[src/rtl/breakout_frame_scheduler.sv]
// -----------------------------------------------------------------------------
// breakout_frame_scheduler
//
// Generates frame timing for the breakout-to-host serializer (10 bits per lane,
// two DDR lanes) and round-robin arbitrates the four parallel sources for each
// frame slot. Every FRAME_CYCLES clocks one 20-bit payload is presented: either
// the granted source's word with ID/valid/parity header, or an all-zero idle
// frame so the host always sees a continuous stream.
//
// Ports
//   i_clk        serializer clock, rising edge
//   i_rst_n      synchronous active-low reset
//   i_en         grant enable (sampled at the load edge)
//   i_req        per-source request level, bit n = source n
//   i_data       per-source 16-bit words, source n at [16n+15:16n]
//   o_ack        one-hot 1-cycle capture pulse, coincident with o_load
//   o_load       1-cycle pulse: new payload on o_frame_d0/o_frame_d1
//   o_frame_d0   lane 0 payload {src_id[1:0], data[7:0]}
//   o_frame_d1   lane 1 payload {valid, parity, data[15:8]}
//   o_frame_cnt  frames issued, wraps at 255
//   o_idle_cnt   idle frames issued, saturates at 255
// -----------------------------------------------------------------------------
module breakout_frame_scheduler #(
  parameter int FRAME_CYCLES = 5,
  parameter int NUM_SRC      = 4
) (
  input  logic                   i_clk,
  input  logic                   i_rst_n,
  input  logic                   i_en,
  input  logic [NUM_SRC-1:0]     i_req,
  input  logic [16*NUM_SRC-1:0]  i_data,
  output logic [NUM_SRC-1:0]     o_ack,
  output logic                   o_load,
  output logic [9:0]             o_frame_d0,
  output logic [9:0]             o_frame_d1,
  output logic [7:0]             o_frame_cnt,
  output logic [7:0]             o_idle_cnt
);

  localparam int              PW         = (FRAME_CYCLES > 1) ? $clog2(FRAME_CYCLES) : 1;
  localparam logic [PW-1:0]   LAST_PHASE = PW'(FRAME_CYCLES - 1);

  // State
  logic [PW-1:0]        phase_q,      phase_d;
  logic [1:0]           last_grant_q, last_grant_d;
  logic                 load_q,       load_d;
  logic [NUM_SRC-1:0]   ack_q,        ack_d;
  logic [9:0]           frame_d0_q,   frame_d0_d;
  logic [9:0]           frame_d1_q,   frame_d1_d;
  logic [7:0]           frame_cnt_q,  frame_cnt_d;
  logic [7:0]           idle_cnt_q,   idle_cnt_d;

  // Arbitration results
  logic [NUM_SRC-1:0]   eligible;
  logic                 grant_found;
  logic [1:0]           grant_idx;
  logic [1:0]           cand;
  logic [15:0]          grant_word;
  logic                 grant_par;
  logic                 load_cycle;

  assign load_cycle = (phase_q == LAST_PHASE);

  // Round-robin search: candidates last_grant+1 .. last_grant+4 (mod 4), so the
  // previous winner is considered last and only wins when nobody else is eligible.
  // NOTE: every combinational output gets a default at the top of the block so no
  // path leaves a variable unassigned and no latch is inferred.
  always_comb begin
    eligible    = i_req & {NUM_SRC{i_en}};
    grant_found = 1'b0;
    grant_idx   = last_grant_q;
    cand        = last_grant_q;
    for (int k = 1; k <= 4; k++) begin
      cand = last_grant_q + 2'(k);
      if (!grant_found && eligible[cand]) begin
        grant_found = 1'b1;
        grant_idx   = cand;
      end
    end
    grant_word = i_data[{grant_idx, 4'h0} +: 16];
    grant_par  = ^{grant_idx, grant_word};
  end

  // Next-state: everything except the phase only moves on the load edge.
  always_comb begin
    phase_d      = load_cycle ? '0 : phase_q + PW'(1);
    last_grant_d = last_grant_q;
    load_d       = 1'b0;
    ack_d        = '0;
    frame_d0_d   = frame_d0_q;
    frame_d1_d   = frame_d1_q;
    frame_cnt_d  = frame_cnt_q;
    idle_cnt_d   = idle_cnt_q;

    if (load_cycle) begin
      load_d      = 1'b1;
      frame_cnt_d = frame_cnt_q + 8'd1;
      if (grant_found) begin
        ack_d[grant_idx] = 1'b1;
        last_grant_d     = grant_idx;
        frame_d0_d       = {grant_idx, grant_word[7:0]};
        frame_d1_d       = {1'b1, grant_par, grant_word[15:8]};
      end else begin
        frame_d0_d = 10'h000;
        frame_d1_d = 10'h000;
        idle_cnt_d = (idle_cnt_q == 8'hFF) ? idle_cnt_q : idle_cnt_q + 8'd1;
      end
    end
  end

  // last_grant resets to 3 so source 0 is first in line after reset.
  // NOTE: state flops use non-blocking assignments so every flop samples the
  // pre-edge value of every other flop, independent of statement order.
  always_ff @(posedge i_clk) begin
    if (!i_rst_n) begin
      phase_q      <= '0;
      last_grant_q <= 2'd3;
      load_q       <= 1'b0;
      ack_q        <= '0;
      frame_d0_q   <= '0;
      frame_d1_q   <= '0;
      frame_cnt_q  <= '0;
      idle_cnt_q   <= '0;
    end else begin
      phase_q      <= phase_d;
      last_grant_q <= last_grant_d;
      load_q       <= load_d;
      ack_q        <= ack_d;
      frame_d0_q   <= frame_d0_d;
      frame_d1_q   <= frame_d1_d;
      frame_cnt_q  <= frame_cnt_d;
      idle_cnt_q   <= idle_cnt_d;
    end
  end

  assign o_ack       = ack_q;
  assign o_load      = load_q;
  assign o_frame_d0  = frame_d0_q;
  assign o_frame_d1  = frame_d1_q;
  assign o_frame_cnt = frame_cnt_q;
  assign o_idle_cnt  = idle_cnt_q;

endmodule
[config.mk]
export PLATFORM = sky130hd
export DESIGN_NAME = breakout_frame_scheduler
export DESIGN_NICKNAME = d
export VERILOG_FILES = /design/src/rtl/breakout_frame_scheduler.sv
export SDC_FILE = /design/constraint.sdc
export NUM_CORES = 1
export LEC_CHECK = 0
export ABC_AREA = 0
export BUFFER_PORTS_ARGS = -buffer_cell sky130_fd_sc_hd__buf_4
export CAP_MARGIN = 40
export CORE_AREA = 2 2 74 128
export CTS_BUF_LIST = sky130_fd_sc_hd__clkbuf_4 sky130_fd_sc_hd__clkbuf_8
export CTS_CLUSTER_SIZE = 30
export DETAILED_ROUTE_END_ITERATION = 12
export DIE_AREA = 0 0 76 130
export PLACE_DENSITY = 0.53
export SYNTH_ARGS = -nofsm -noshare
export SYNTH_HDL_FRONTEND = slang
export SYNTH_SLANG_ARGS = --single-unit
[constraint.sdc]
create_clock -name i_clk -period 5.75 [get_ports i_clk]
set_input_delay 0.575 -clock i_clk [delete_from_list [all_inputs] [get_ports i_clk]]
set_output_delay 0.575 -clock i_clk [all_outputs]
set_load 0.02 [all_outputs]
# Word-level counts from Yosys, hierarchy flattened
# Index checks and enable logic that the tools add are counted.
[word_totals] input_bits=71 wordCells=60 reg_bits=46 output_inout_bits=41
[classes] mux=21 n_reduce_logical=12 n_addsub=6 magnitude_cmp=6 eq_ne=2 n_bitwise=4 n_shift=1
[op_table] op="64-bit by 7-bit variable part select with 16-bit output" n=1
[op_table] op="10-bit two-way mux" n=2
[op_table] op="18-bit XOR reduction" n=1
[op_table] op="8-bit by 1-bit adder with 8-bit output (second input constant)" n=2
[op_table] op="2-bit by 3-bit < comparator with 1-bit output (second input constant)" n=5
[op_table] op="1-bit two-way mux" n=10
[op_table] op="1-bit binary-select mux with 2-bit select" n=4
[op_table] op="8-bit equality test (second input constant)" n=1
[op_table] op="2-bit two-way mux" n=4
[op_table] op="3-bit AND reduction" n=2
[op_table] op="2-bit adder (second input constant)" n=2
[op_table] op="4-bit AND" n=1
[op_table] op="1-bit logical AND" n=4
[op_table] op="3-bit by 1-bit adder with 3-bit output (second input constant)" n=1
[op_table] op="3-bit equality test (second input constant)" n=1
[op_table] op="1-bit logical NOT" n=3
[op_table] op="1-bit NOT" n=3
[op_table] op="2-bit by 1-bit adder with 2-bit output (second input constant)" n=1
[op_table] op="1-bit demux with 2-bit select" n=1
[op_table] op="2-bit by 1-bit greater-or-equal comparator with 1-bit output (second input constant)" n=1
[op_table] op="2-bit AND reduction" n=1
[op_table] op="2-bit OR reduction" n=1

# Logic depth before layout (Yosys ltp)
# Gate-level depths: netlist (run 1).
[depth] word_depth=17 mapped_depth=13 mapped_depth_nobuf=11

# Worst setup path after synthesis (run 1)
# OpenSTA, ideal clock, no wires.
[synth_timing] path_type="input -> register" startpoint="input i_req[2]" endpoint="register frame_d1_q[8], in the netlist o_frame_d1[8]" arrival_ns=2.627 stages=9 setup_slack_ns=3.004 t_required_ns=5.630 path_cell_list="a21boi_0 -> o221a_1 -> mux2_2 -> clkbuf_1 -> mux2_2 -> xor2_1 -> xnor3_1 -> xnor3_1 -> o21ai_1"
[synth_via] elab_chain_len=16
[synth_lines] item="from (decl)" line="30" source="input logic [NUM_SRC-1:0] i_req,"
[synth_lines] item="4-bit AND *" line="69" source="eligible = i_req & {NUM_SRC{i_en}};"
[synth_lines] item="1-bit binary-select mux with 2-bit select" line="75" source="if (!grant_found && eligible[cand]) begin"
[synth_lines] item="1-bit two-way mux (not written as such)" line="75"
[synth_lines] item="1-bit two-way mux" line="75"
[synth_lines] item="1-bit logical NOT" line="75"
[synth_lines] item="1-bit logical AND" line="75"
[synth_lines] item="1-bit two-way mux" line="75"
[synth_lines] item="1-bit logical NOT" line="75"
[synth_lines] item="1-bit logical AND" line="75"
[synth_lines] item="1-bit two-way mux" line="75"
[synth_lines] item="1-bit logical NOT" line="75"
[synth_lines] item="1-bit logical AND" line="75"
[synth_lines] item="2-bit two-way mux" line="75"
[synth_lines] item="64-bit by 7-bit variable part select with 16-bit output" line="80" source="grant_word = i_data[{grant_idx, 4'h0} +: 16];"
[synth_lines] item="18-bit XOR reduction" line="81" source="grant_par = ^{grant_idx, grant_word};"
[synth_lines] item="10-bit two-way mux *" line="98" source="if (grant_found) begin"
[synth_lines] item="to (signal assigned)" line="130" source="frame_d1_q <= frame_d1_d;"
[synth_lines] item="to (decl)" line="49" source="logic [9:0] frame_d1_q, frame_d1_d;"
# Every way passes the cells marked *; elsewhere a longest branch is shown, timed or not. The select of a mux whose other input is x is not followed.
# A chain may end at the register's enable or synchronous reset.

# Final worst setup path (run 1)
[layout_timing] startpoint="register last_grant_q[1]" endpoint="register frame_d1_q[8], in the netlist o_frame_d1[8]"
[layout_via] elab_chain_len=16
[layout_lines] item="from (decl)" line="45" source="logic [1:0] last_grant_q, last_grant_d;"
[layout_lines] item="from (signal assigned)" line="126" source="last_grant_q <= last_grant_d;"
[layout_lines] item="2-bit by 1-bit adder with 2-bit output" line="74" source="cand = last_grant_q + 2'(k);"
[layout_lines] item="1-bit binary-select mux with 2-bit select" line="75"
[layout_lines] item="1-bit two-way mux (not written as such)" line="75"
[layout_lines] item="1-bit two-way mux" line="75"
[layout_lines] item="1-bit logical NOT" line="75"
[layout_lines] item="1-bit logical AND" line="75"
[layout_lines] item="1-bit two-way mux" line="75"
[layout_lines] item="1-bit logical NOT" line="75"
[layout_lines] item="1-bit logical AND" line="75"
[layout_lines] item="1-bit two-way mux" line="75"
[layout_lines] item="1-bit logical NOT" line="75"
[layout_lines] item="1-bit logical AND" line="75"
[layout_lines] item="2-bit two-way mux *" line="75"
[layout_lines] item="net grant_idx[0]" line="56" source="logic [1:0] grant_idx;"
[layout_lines] item="64-bit by 7-bit variable part select with 16-bit output" line="80"
[layout_lines] item="18-bit XOR reduction *" line="81"
[layout_lines] item="10-bit two-way mux *" line="98"
# The timed path passes the listed nets; every way through them passes the cells marked *. The select of a mux whose other input is x is not followed.

==> out/results.env, run 1 <==
CHIPWIDTH_UM=76
SETUP_TNS_PS=0
POST-CTS-SETUP-BUFFER-COUNT=0
IR_WORST_VDD_uV=121
GRT_PASS1_WL_MM=11.7
FILLER_CELL_COUNT=945
SYNTH_SEQ_AREA_SHARE=0.357
POWER_PER_CELL_AREA_mW_PER_MM2=210
DESIGN.FINAL.NETS=464
OUTCOME='completed'
WORST_R2R_PATH_DEPTH=11
GRT_PASS1_VIAS=2444
CORE_REGION_AREA_MM2=0.00892
FINAL_MAX_SLEW_VIOL_COUNT=0
CLOCKROOTBUFFER='sky130_fd_sc_hd__clkbuf_8'
SYNTH.AREA.TOP_CELLS='sky130_fd_sc_hd__dfxtp_1, sky130_fd_sc_hd__mux2i_1, sky130_fd_sc_hd__xnor2_1'
POST_SYNTHESIS_CELL_AREA_MM2=0.00258
DETAIL_ROUTE.WL_PER_CELL_UM=14.4
DRT_TOTAL_WL_MM=7.25
CP.ARRIVAL_PS=3330
PLACE_INST=498
GLOBAL_ROUTE.OVERFLOW_TOTAL=0
DETAILEDPLACEMENTHPWL_MM=5.76
HOLD_PATH_CELL_CNT=2
FINAL-HOLD-VIOLATION-COUNT=0
RSZ0062_AT_GRT='no'
AREA.GROWTH.SYNTH_TO_FINAL_PCT=38.3
CLOCK_TREE.BUFFER_DEPTH=2
SYNTHARSTFLOPSHARE=0
DIEHEIGHT_UM=130
GRT_UTIL_ALL_LAYERS=0.150
H-TREE-DEPTH=2
CAP_VIOLATIONS=0
NUMBER_OF_NETS_IN_THE_SYNTHESIZED_NETLIST=358
REG2REG_SETUP_SLACK_PS=2650
TIMING.HOLD.WORST_ENDPOINT='o_frame_d1[9]'
FINAL-SETUP-VIOL-COUNT=0
FINAL_CORE_UTILIZATION=0.400
DRC_ERRORS=0
CRITICAL_PATH.ENDPOINT_TYPE='register'
POST-SYNTH-TOP-AREA-FRACTION=0.357
FINAL_STD_CELLS_W_O_FILL=505
ROUTED-VIA-COUNT=2420
DRT-VIAS-PER-INSTANCE=4.79
WORST_PIN_SLEW_PS=657
CRIT_PATH_START_KIND='register'
R2R-END='o_frame_d1[8]'
HOLD_START='o_frame_d1[9]'
TRITONCTS='done'
CTS_HOLD_REPAIR.BUFFERS=0
YS.FLOP_TYPE='sky130_fd_sc_hd__dfxtp_1'
YOSYS_REGISTER_BITS=46
NETLIST_INSTANCES=279
GP_CONGESTION=0.785
LAYOUT_WORST_PATH_CYCLE_SHARE=0.538
DRIVE_ABOVE_1_SHARE=0.348
REPORT.POWER.TOTAL_mW=0.750
IO_PINS=112
QUANTITY_OF_I_O_BUFFERS_INSERTED_ON_PORTS=111
STATIC-LEAKAGE-POWER_nW=1.64
INITIAL_UTIL=0.289
REG_TO_REG_START='last_grant_q[1]'
POST_SYNTH.CELL_AREA_AVG_UM2=9.25
F_MAX_MHz=323
MAX-SLEW-MARGIN-REL=0.562
POST-ROUTE-MIN-PERIOD_PS=3100
FIRST_ITER_VIOLATIONS=39
CLOCK_BUFFERS_CREATED_BY_TRITONCTS=5
CLKLATENCYLATEPIN_PS=300
NUMBER_OF_ENABLE_TYPE_REGISTER_CELLS_IN_THE_SYNTHESIZED_NETLIST=0
NETLIST-CELL-TYPE-COUNT=44
CTS.SINKS=46
CLOCK-SKEW-FINAL_PS=7.37
GRT_MAX_DEGREE=27
CTS_REPAIR_RESIZE_COUNT=0
WORST_HOLD_PATH_TYPE='register to register'
YOSYSWARNINGCOUNT=0
CRIT_REQUIRED_PS=5990
ROWS=46
FINAL_ANTENNA_VIOLATING_NET_COUNT=0
SYNTH_TOP_AREA_CELL='sky130_fd_sc_hd__dfxtp_1'
PATH_MAX_FANOUT=22
DIEAREA_MM2=0.00988
WORST_SETUP_HOLD_PATH_CLK_SLEW_PS=90
ANTENNADIODECOUNT=0
DRT-PASS1-ITER-COUNT=4
ANTENNA_VIOLATIONS_BEFORE_REPAIR=0
TIMING.SETUP.CRITICAL_PATH_CLASS='register to register'
## report_power, final
group	total, mW	leakage, nW	internal (mW)	switching, mW
sequential	0.329	0.371	0.325	0.00489
combinational	0.220	1.22	0.126	0.0935
clock	0.201	0.0452	0.0934	0.108
total	0.750	1.64	0.544	0.206
## layout by cell type (no fill, tap or decap), types with 2 or more instances in the layout
master and count:
sky130_fd_sc_hd__a21boi_0 7, sky130_fd_sc_hd__a21oi_1 9, sky130_fd_sc_hd__a22o_1 9, sky130_fd_sc_hd__a22oi_1 3, sky130_fd_sc_hd__a22oi_2 3, sky130_fd_sc_hd__a31oi_1 9, sky130_fd_sc_hd__a32o_1 2, sky130_fd_sc_hd__and2_1 15
sky130_fd_sc_hd__and3_1 9, sky130_fd_sc_hd__buf_4 111, sky130_fd_sc_hd__clkbuf_4 2, sky130_fd_sc_hd__clkbuf_8 5, sky130_fd_sc_hd__dfxtp_1 46, sky130_fd_sc_hd__ha_1 8, sky130_fd_sc_hd__inv_1 3, sky130_fd_sc_hd__mux2_2 6
sky130_fd_sc_hd__mux2i_1 17, sky130_fd_sc_hd__nand2_1 39, sky130_fd_sc_hd__nand2b_1 3, sky130_fd_sc_hd__nand4_1 6, sky130_fd_sc_hd__nor2_1 7, sky130_fd_sc_hd__nor2b_1 3, sky130_fd_sc_hd__o21ai_0 19, sky130_fd_sc_hd__or3_1 4
sky130_fd_sc_hd__xnor2_1 17, sky130_fd_sc_hd__xnor3_1 3, sky130_fd_sc_hd__xor2_1 4
## worst max path at each step
stage	from	endpoint	depth (start not counted)
2_1_floorplan	i_req[2]	o_frame_d1[8]	9
3_3_place_gp	i_req[1]	o_frame_d1[8]	12
3_5_place_dp	i_req[1]	o_frame_d1[8]	12
4_1_cts	last_grant_q[1]	o_frame_d1[8]	11
5_1_grt	last_grant_q[1]	o_frame_d1[8]	11
6_report	last_grant_q[1]	o_frame_d1[8]	11
## registers in the layout, indices dropped and copies added, names as in the netlist
register,count
o_frame_d0,10
o_frame_d1,10
o_frame_cnt,8
o_idle_cnt,8
o_ack,4
phase_q,3
last_grant_q,2
o_load,1
## cells by family (layout without fill, tap and decap cells)
logic type / count (synthesis) / after routing / share of synthesized area
mux: 23 / 23 / 0.0921
buf+inv: 17 / 123 / 0.0393
xor+xnor: 24 / 24 / 0.0974
fa+ha+maj: 8 / 8 / 0.0388
simple gates: 91 / 91 / 0.183
flops: 46 / 46 / 0.357
compound gates: 70 / 70 / 0.193
## routing by layer
layer,track usage,up-vias,share of wire
met5,0,-,0
met3,0.0450,14,0.067
met2,0.289,96,0.53
met1,0.145,1104,0.37
li1,-,1206,-
met4,0.0738,0,0.029
## cell usage after synthesis, drive strengths merged (2+ instances only)
cell,count
xor2,4
xnor3,3
dfxtp,46
a21boi,8
ha,8
nand2b,3
and3,9
buf,6
nand4,6
nor2,8
nor2b,3
clkbuf,6
xnor2,17
mux2,6
a32o,2
a22oi,6
nand2,39
or3,4
a31oi,10
inv,4
a22o,9
mux2i,17
o21ai,20
and2,15
a21oi,10
## worst max-delay path, stage by stage (launching register included)
cell	delay, ps
sky130_fd_sc_hd__dfxtp_1	460
sky130_fd_sc_hd__a21boi_0	130
sky130_fd_sc_hd__o221ai_1	180
sky130_fd_sc_hd__mux2_2	520
sky130_fd_sc_hd__clkinv_2	280
sky130_fd_sc_hd__a31oi_1	240
sky130_fd_sc_hd__a22oi_2	100
sky130_fd_sc_hd__xor2_1	190
sky130_fd_sc_hd__xnor2_1	210
sky130_fd_sc_hd__xnor3_1	230
sky130_fd_sc_hd__xnor3_1	360
sky130_fd_sc_hd__o21ai_1	110
## per-stage QoR
| stage | area [um^2] | hold slack [ps] | setup slack [ps] |
|---|---|---|---|
| 6_report | 3570 | 450 | 2650 |
| 3_5_place_dp | 3490 | 438 | 2280 |
| 4_1_cts | 3570 | 452 | 2580 |
| 3_3_place_gp | 3490 | 437 | 2350 |
| 2_1_floorplan | 2580 | 417 | 3000 |
| 5_1_grt | 3570 | 474 | 2230 |
## final cells by class
cell class,instances,area [um^2],area share
multi-input combinational,216,1560,0.437
sequential,46,921,0.258
timing repair buffer,111,833,0.233
tap,120,150,0.0421
clock buffer,7,83.8,0.0235
inverter,5,22.5,0.00631
Note: power is estimated with default switching activity, not from simulation.
==> run 2, diff against run 1 <==
==> config.mk (replaced) <==
export PLATFORM = sky130hd
export DESIGN_NAME = breakout_frame_scheduler
export DESIGN_NICKNAME = d
export VERILOG_FILES = /design/src/rtl/breakout_frame_scheduler.sv
export SDC_FILE = /design/constraint.sdc
export NUM_CORES = 1
export LEC_CHECK = 0
export ABC_AREA = 1
export BUFFER_PORTS_ARGS = -buffer_cell sky130_fd_sc_hd__buf_4
export CAP_MARGIN = 40
export CORE_AREA = 2 2 87 151
export CTS_BUF_LIST = sky130_fd_sc_hd__clkbuf_4 sky130_fd_sc_hd__clkbuf_8
export CTS_CLUSTER_SIZE = 30
export DETAILED_ROUTE_END_ITERATION = 12
export DIE_AREA = 0 0 89 153
export PLACE_DENSITY = 0.49
export SYNTH_ARGS = -nofsm -noshare
export SYNTH_HDL_FRONTEND = slang
export SYNTH_SLANG_ARGS = --single-unit
==> constraint.sdc (replaced) <==
create_clock -name i_clk -period 2.85 [get_ports i_clk]
set_input_delay 0.285 -clock i_clk [delete_from_list [all_inputs] [get_ports i_clk]]
set_output_delay 0.285 -clock i_clk [all_outputs]
set_load 0.02 [all_outputs]
==> run 2 against run 1 <==
First-iteration DRC count rose to 3.4 times the previous value. Area after synthesis up 40%. Sequential share of layout area down 6.2 points. Sequential power rose by 110%. Synthesized cell count is 130% higher. Die area is 38% higher. Final cell count increased by 81%. Maximum frequency up 20%. Register-to-register slack got worse by 2400 ps. Wire length grew 51%.
==> out/results.env, run 2 <==
OUTCOME='completed'
DESIGN.FINAL.NETS=822  # +77%
GRT_PASS1_VIAS=3786  # +55%
SYNTH.AREA.TOP_CELLS='sky130_fd_sc_hd__nand2_1, sky130_fd_sc_hd__dfxtp_1, sky130_fd_sc_hd__nand3_1'
CLOCKROOTBUFFER='sky130_fd_sc_hd__clkbuf_8'
CHIPWIDTH_UM=89  # +17%
GP_CONGESTION=0.829  # +5.5%
DIEHEIGHT_UM=153  # +18%
ANTENNADIODECOUNT=0  # unchanged
CLOCK-SKEW-FINAL_PS=11.5  # +4.16 ps
CRIT_PATH_START_KIND='register'
SETUP_TNS_PS=0  # unchanged
CLKLATENCYLATEPIN_PS=320  # +20 ps
DETAILEDPLACE.WORSTSLACK_PS=105  # -2180 ps
IR_WORST_VDD_uV=144  # +19%
FINAL_ANTENNA_VIOLATING_NET_COUNT=0  # unchanged
GRT_PASS1_WL_MM=17.4  # +49%
NUMBER_OF_NETS_IN_THE_SYNTHESIZED_NETLIST=718  # +100%
POST-ROUTE-MIN-PERIOD_PS=2590  # -508 ps
WORST_SETUP_HOLD_PATH_CLK_SLEW_PS=90  # about the same
POST_SYNTH.CELL_AREA_AVG_UM2=5.66  # -39%
YS_TOP_CELLS_BY_COUNT='sky130_fd_sc_hd__nand2_1, sky130_fd_sc_hd__inv_1, sky130_fd_sc_hd__nand3_1'
FIRST_ITER_VIOLATIONS=134  # +240%
DRC_ERRORS=0  # unchanged
CTS.SINKS=46  # unchanged
FINAL_CELL_MIX='sky130_fd_sc_hd__nand2_1, sky130_fd_sc_hd__buf_4, sky130_fd_sc_hd__inv_1, sky130_fd_sc_hd__nand3_1, sky130_fd_sc_hd__dfxtp_1'
ANTENNA_VIOLATIONS_BEFORE_REPAIR=0  # unchanged
REG_TO_REG_START='last_grant_q[0]'
F_MAX_MHz=386  # +20%
MAX-SLEW-MARGIN-REL=0.733  # +0.170
DETAIL_ROUTE.WL_PER_CELL_UM=12.0  # -16%
HOLD_START='i_rst_n'
GRT_UTIL_ALL_LAYERS=0.159  # +0.00880
DIEAREA_MM2=0.0136  # +38%
IO_PINS=112  # unchanged
FIN_WS_PS=262  # -2390 ps
CRIT_PATH_START='last_grant_q[0]'
ROUTED-VIA-COUNT=4101  # +69%
AREA.GROWTH.SYNTH_TO_FINAL_PCT=30.8
FINAL-HOLD-VIOLATION-COUNT=0  # unchanged
NETLIST-CELL-TYPE-COUNT=30  # -32%
POST_SYNTHESIS_CELL_AREA_MM2=0.00362  # +40%
CRITICAL_PATH.ENDPOINT_TYPE='register'
INITIAL_UTIL=0.291  # +0.00162
POST-SYNTH-TOP-AREA-FRACTION=0.332  # -0.0247
FINAL_MAX_SLEW_VIOL_COUNT=0  # unchanged
POWER_PER_CELL_AREA_mW_PER_MM2=513  # +140%
DRT_TOTAL_WL_MM=11.0  # +51%
CORE_REGION_AREA_MM2=0.0124  # +39%
DRIVE_ABOVE_1_SHARE=0.206  # -0.142
NUMBER_OF_ENABLE_TYPE_REGISTER_CELLS_IN_THE_SYNTHESIZED_NETLIST=0  # unchanged
PATH_MAX_FANOUT=14  # -36%
POST-CTS-SETUP-BUFFER-COUNT=0  # unchanged
SYNTH_TOP_AREA_CELL='sky130_fd_sc_hd__nand2_1'
SYNTH.MOST_COMMON_CELL='sky130_fd_sc_hd__nand2_1'
STATIC-LEAKAGE-POWER_nW=2.65  # +62%
YOSYSWARNINGCOUNT=0  # unchanged
RSZ0062_AT_GRT='no'
TIMING.SETUP.CRITICAL_PATH_CLASS='register to register'
CLOCK_TREE.BUFFER_DEPTH=2  # unchanged
ROWS=54  # +17%
FINAL-SETUP-VIOL-COUNT=0  # unchanged
GRT_MAX_DEGREE=35  # +30%
CAP_VIOLATIONS=0  # unchanged
DETAILEDPLACEMENTHPWL_MM=8.66  # +50%
FINAL_COMMON_CELL='sky130_fd_sc_hd__nand2_1'
DRT-PASS1-ITER-COUNT=4  # unchanged
CRIT_REQUIRED_PS=3070  # -2920 ps
SYNTH_SEQ_AREA_SHARE=0.255  # -0.102
GLOBAL_ROUTE.OVERFLOW_TOTAL=0  # unchanged
CP.ARRIVAL_PS=2800  # -530 ps
CLOCK_BUFFERS_CREATED_BY_TRITONCTS=5  # unchanged
WORST_PIN_SLEW_PS=400  # -257 ps
FINAL_CORE_UTILIZATION=0.381  # -0.0195
R2R-END='o_frame_d1[8]'
HOLD_PATH_CELL_CNT=2  # unchanged
DRT-VIAS-PER-INSTANCE=4.50  # -6.2%
TIMING.HOLD.WORST_ENDPOINT='last_grant_q[0]'
WORST_R2R_PATH_DEPTH=24  # +13
QUANTITY_OF_I_O_BUFFERS_INSERTED_ON_PORTS=111  # unchanged
TRITONCTS='done'
REG2REG_SETUP_SLACK_PS=260  # -2390 ps
SYNTHARSTFLOPSHARE=0  # unchanged
WORST_HOLD_PATH_TYPE='primary input to register'
YOSYS_REGISTER_BITS=46  # unchanged
NETLIST_INSTANCES=639  # +130%
YS.FLOP_TYPE='sky130_fd_sc_hd__dfxtp_1'
H-TREE-DEPTH=2  # unchanged
LAYOUT_WORST_PATH_CYCLE_SHARE=0.908  # +0.370
-- run 2: cell count changes after synthesis, moves of 15 or more --
cell,before,now
sky130_fd_sc_hd__and2_1,15,0
sky130_fd_sc_hd__nand3_1,1,68
sky130_fd_sc_hd__nand2_1,39,320
sky130_fd_sc_hd__inv_1,3,75
sky130_fd_sc_hd__mux2i_1,17,0
sky130_fd_sc_hd__xnor2_1,17,1
-- run 2: how the worst max path moves through the flow --
stage	slack [ps]	cells past startpoint	to
after floorplan	610	25	o_frame_d1[8]
after global placement	170	23	o_frame_d1[8]
after detailed placement	100	23	o_frame_d1[8]
after CTS	90	23	o_frame_d1[8]
after global routing	8	24	o_frame_d1[8]
final	260	24	o_frame_d1[8]
-- run 2: per-layer routing --
metal  GRT usage  share of wire  vias to the layer above
met1       0.175           0.40                     1825
li1            -              -                     2181
met2       0.303           0.55                       84
met4      0.0469          0.016                        0
met3      0.0184          0.033                       11
met5           0              0                        -
-- run 2: worst max-delay path: stages, from the launching register on --
cell,delay (ps)
sky130_fd_sc_hd__dfxtp_4,390
sky130_fd_sc_hd__inv_4,120
sky130_fd_sc_hd__nand2_1,90
sky130_fd_sc_hd__nand2_1,100
sky130_fd_sc_hd__nand2_2,90
sky130_fd_sc_hd__nand2_4,120
sky130_fd_sc_hd__nand2_1,60
sky130_fd_sc_hd__nand2_1,160
sky130_fd_sc_hd__nand2_8,130
sky130_fd_sc_hd__nand2_4,210
sky130_fd_sc_hd__nand2_1,100
sky130_fd_sc_hd__nand2_1,80
sky130_fd_sc_hd__nand2_1,50
sky130_fd_sc_hd__nand2_1,100
sky130_fd_sc_hd__nand2_1,60
sky130_fd_sc_hd__nand2_1,90
sky130_fd_sc_hd__nand2_1,50
sky130_fd_sc_hd__nand2_1,80
sky130_fd_sc_hd__nand2_1,60
sky130_fd_sc_hd__nand2_1,60
sky130_fd_sc_hd__nand2_1,60
sky130_fd_sc_hd__nand2_1,60
sky130_fd_sc_hd__nand2_1,40
sky130_fd_sc_hd__nand3_1,60
sky130_fd_sc_hd__nand2_1,40
-- run 2: cells by family (layout without fill, tap and decap cells) --
group	count (synthesis)	count (layout)	share of synthesized area
xor gates and xnor gates	2	2	0.00484
and+or+nand+nor	437	438	0.512
adders and majority gates	8	8	0.0277
AOI/OAI and AO/OA	43	43	0.0643
DFF	46	46	0.255
buffers and inverters	103	207	0.137
-- run 2: report_power, final --
| part | switching, mW | leakage, nW | internal (mW) |
|---|---|---|---|
| clock | 0.234 | 0.0548 | 0.271 |
| sequential | 0.0148 | 0.371 | 0.660 |
| combinational | 0.794 | 2.22 | 0.453 |
| total | 1.04 | 2.65 | 1.38 |
-- run 2: area by class of cell --
class	instances	area [um^2]
fillers	1408	7700
clock buffers	6	76.3
flip-flops and latches	46	926
well taps	168	210
inverters	78	295
multi-input cells	491	2230
repair buffers	121	953
clock inverters	2	37.5
-- run 2: timing repair --
| item | CTS | global route |
|---|---|---|
| hold buffers | 0 | 0 |
| setup endpoints to repair | 0 | 1 |
| resized for setup | 0 | 12 |
-- run 2: per-stage QoR --
| step | cell area [um^2] | std cells | total power, mW | hold slack (ps) |
|---|---|---|---|---|
| detailed placement | 4560 | 903 | 1.91 | 451 |
| finish | 4730 | 912 | 2.43 | 264 |
| global route | 4730 | 912 | 2.66 | 268 |
| CTS | 4670 | 911 | 2.42 | 259 |
| global placement | 4560 | 903 | 1.89 | 429 |
| floorplan | 3620 | 639 | 1.62 | 417 |
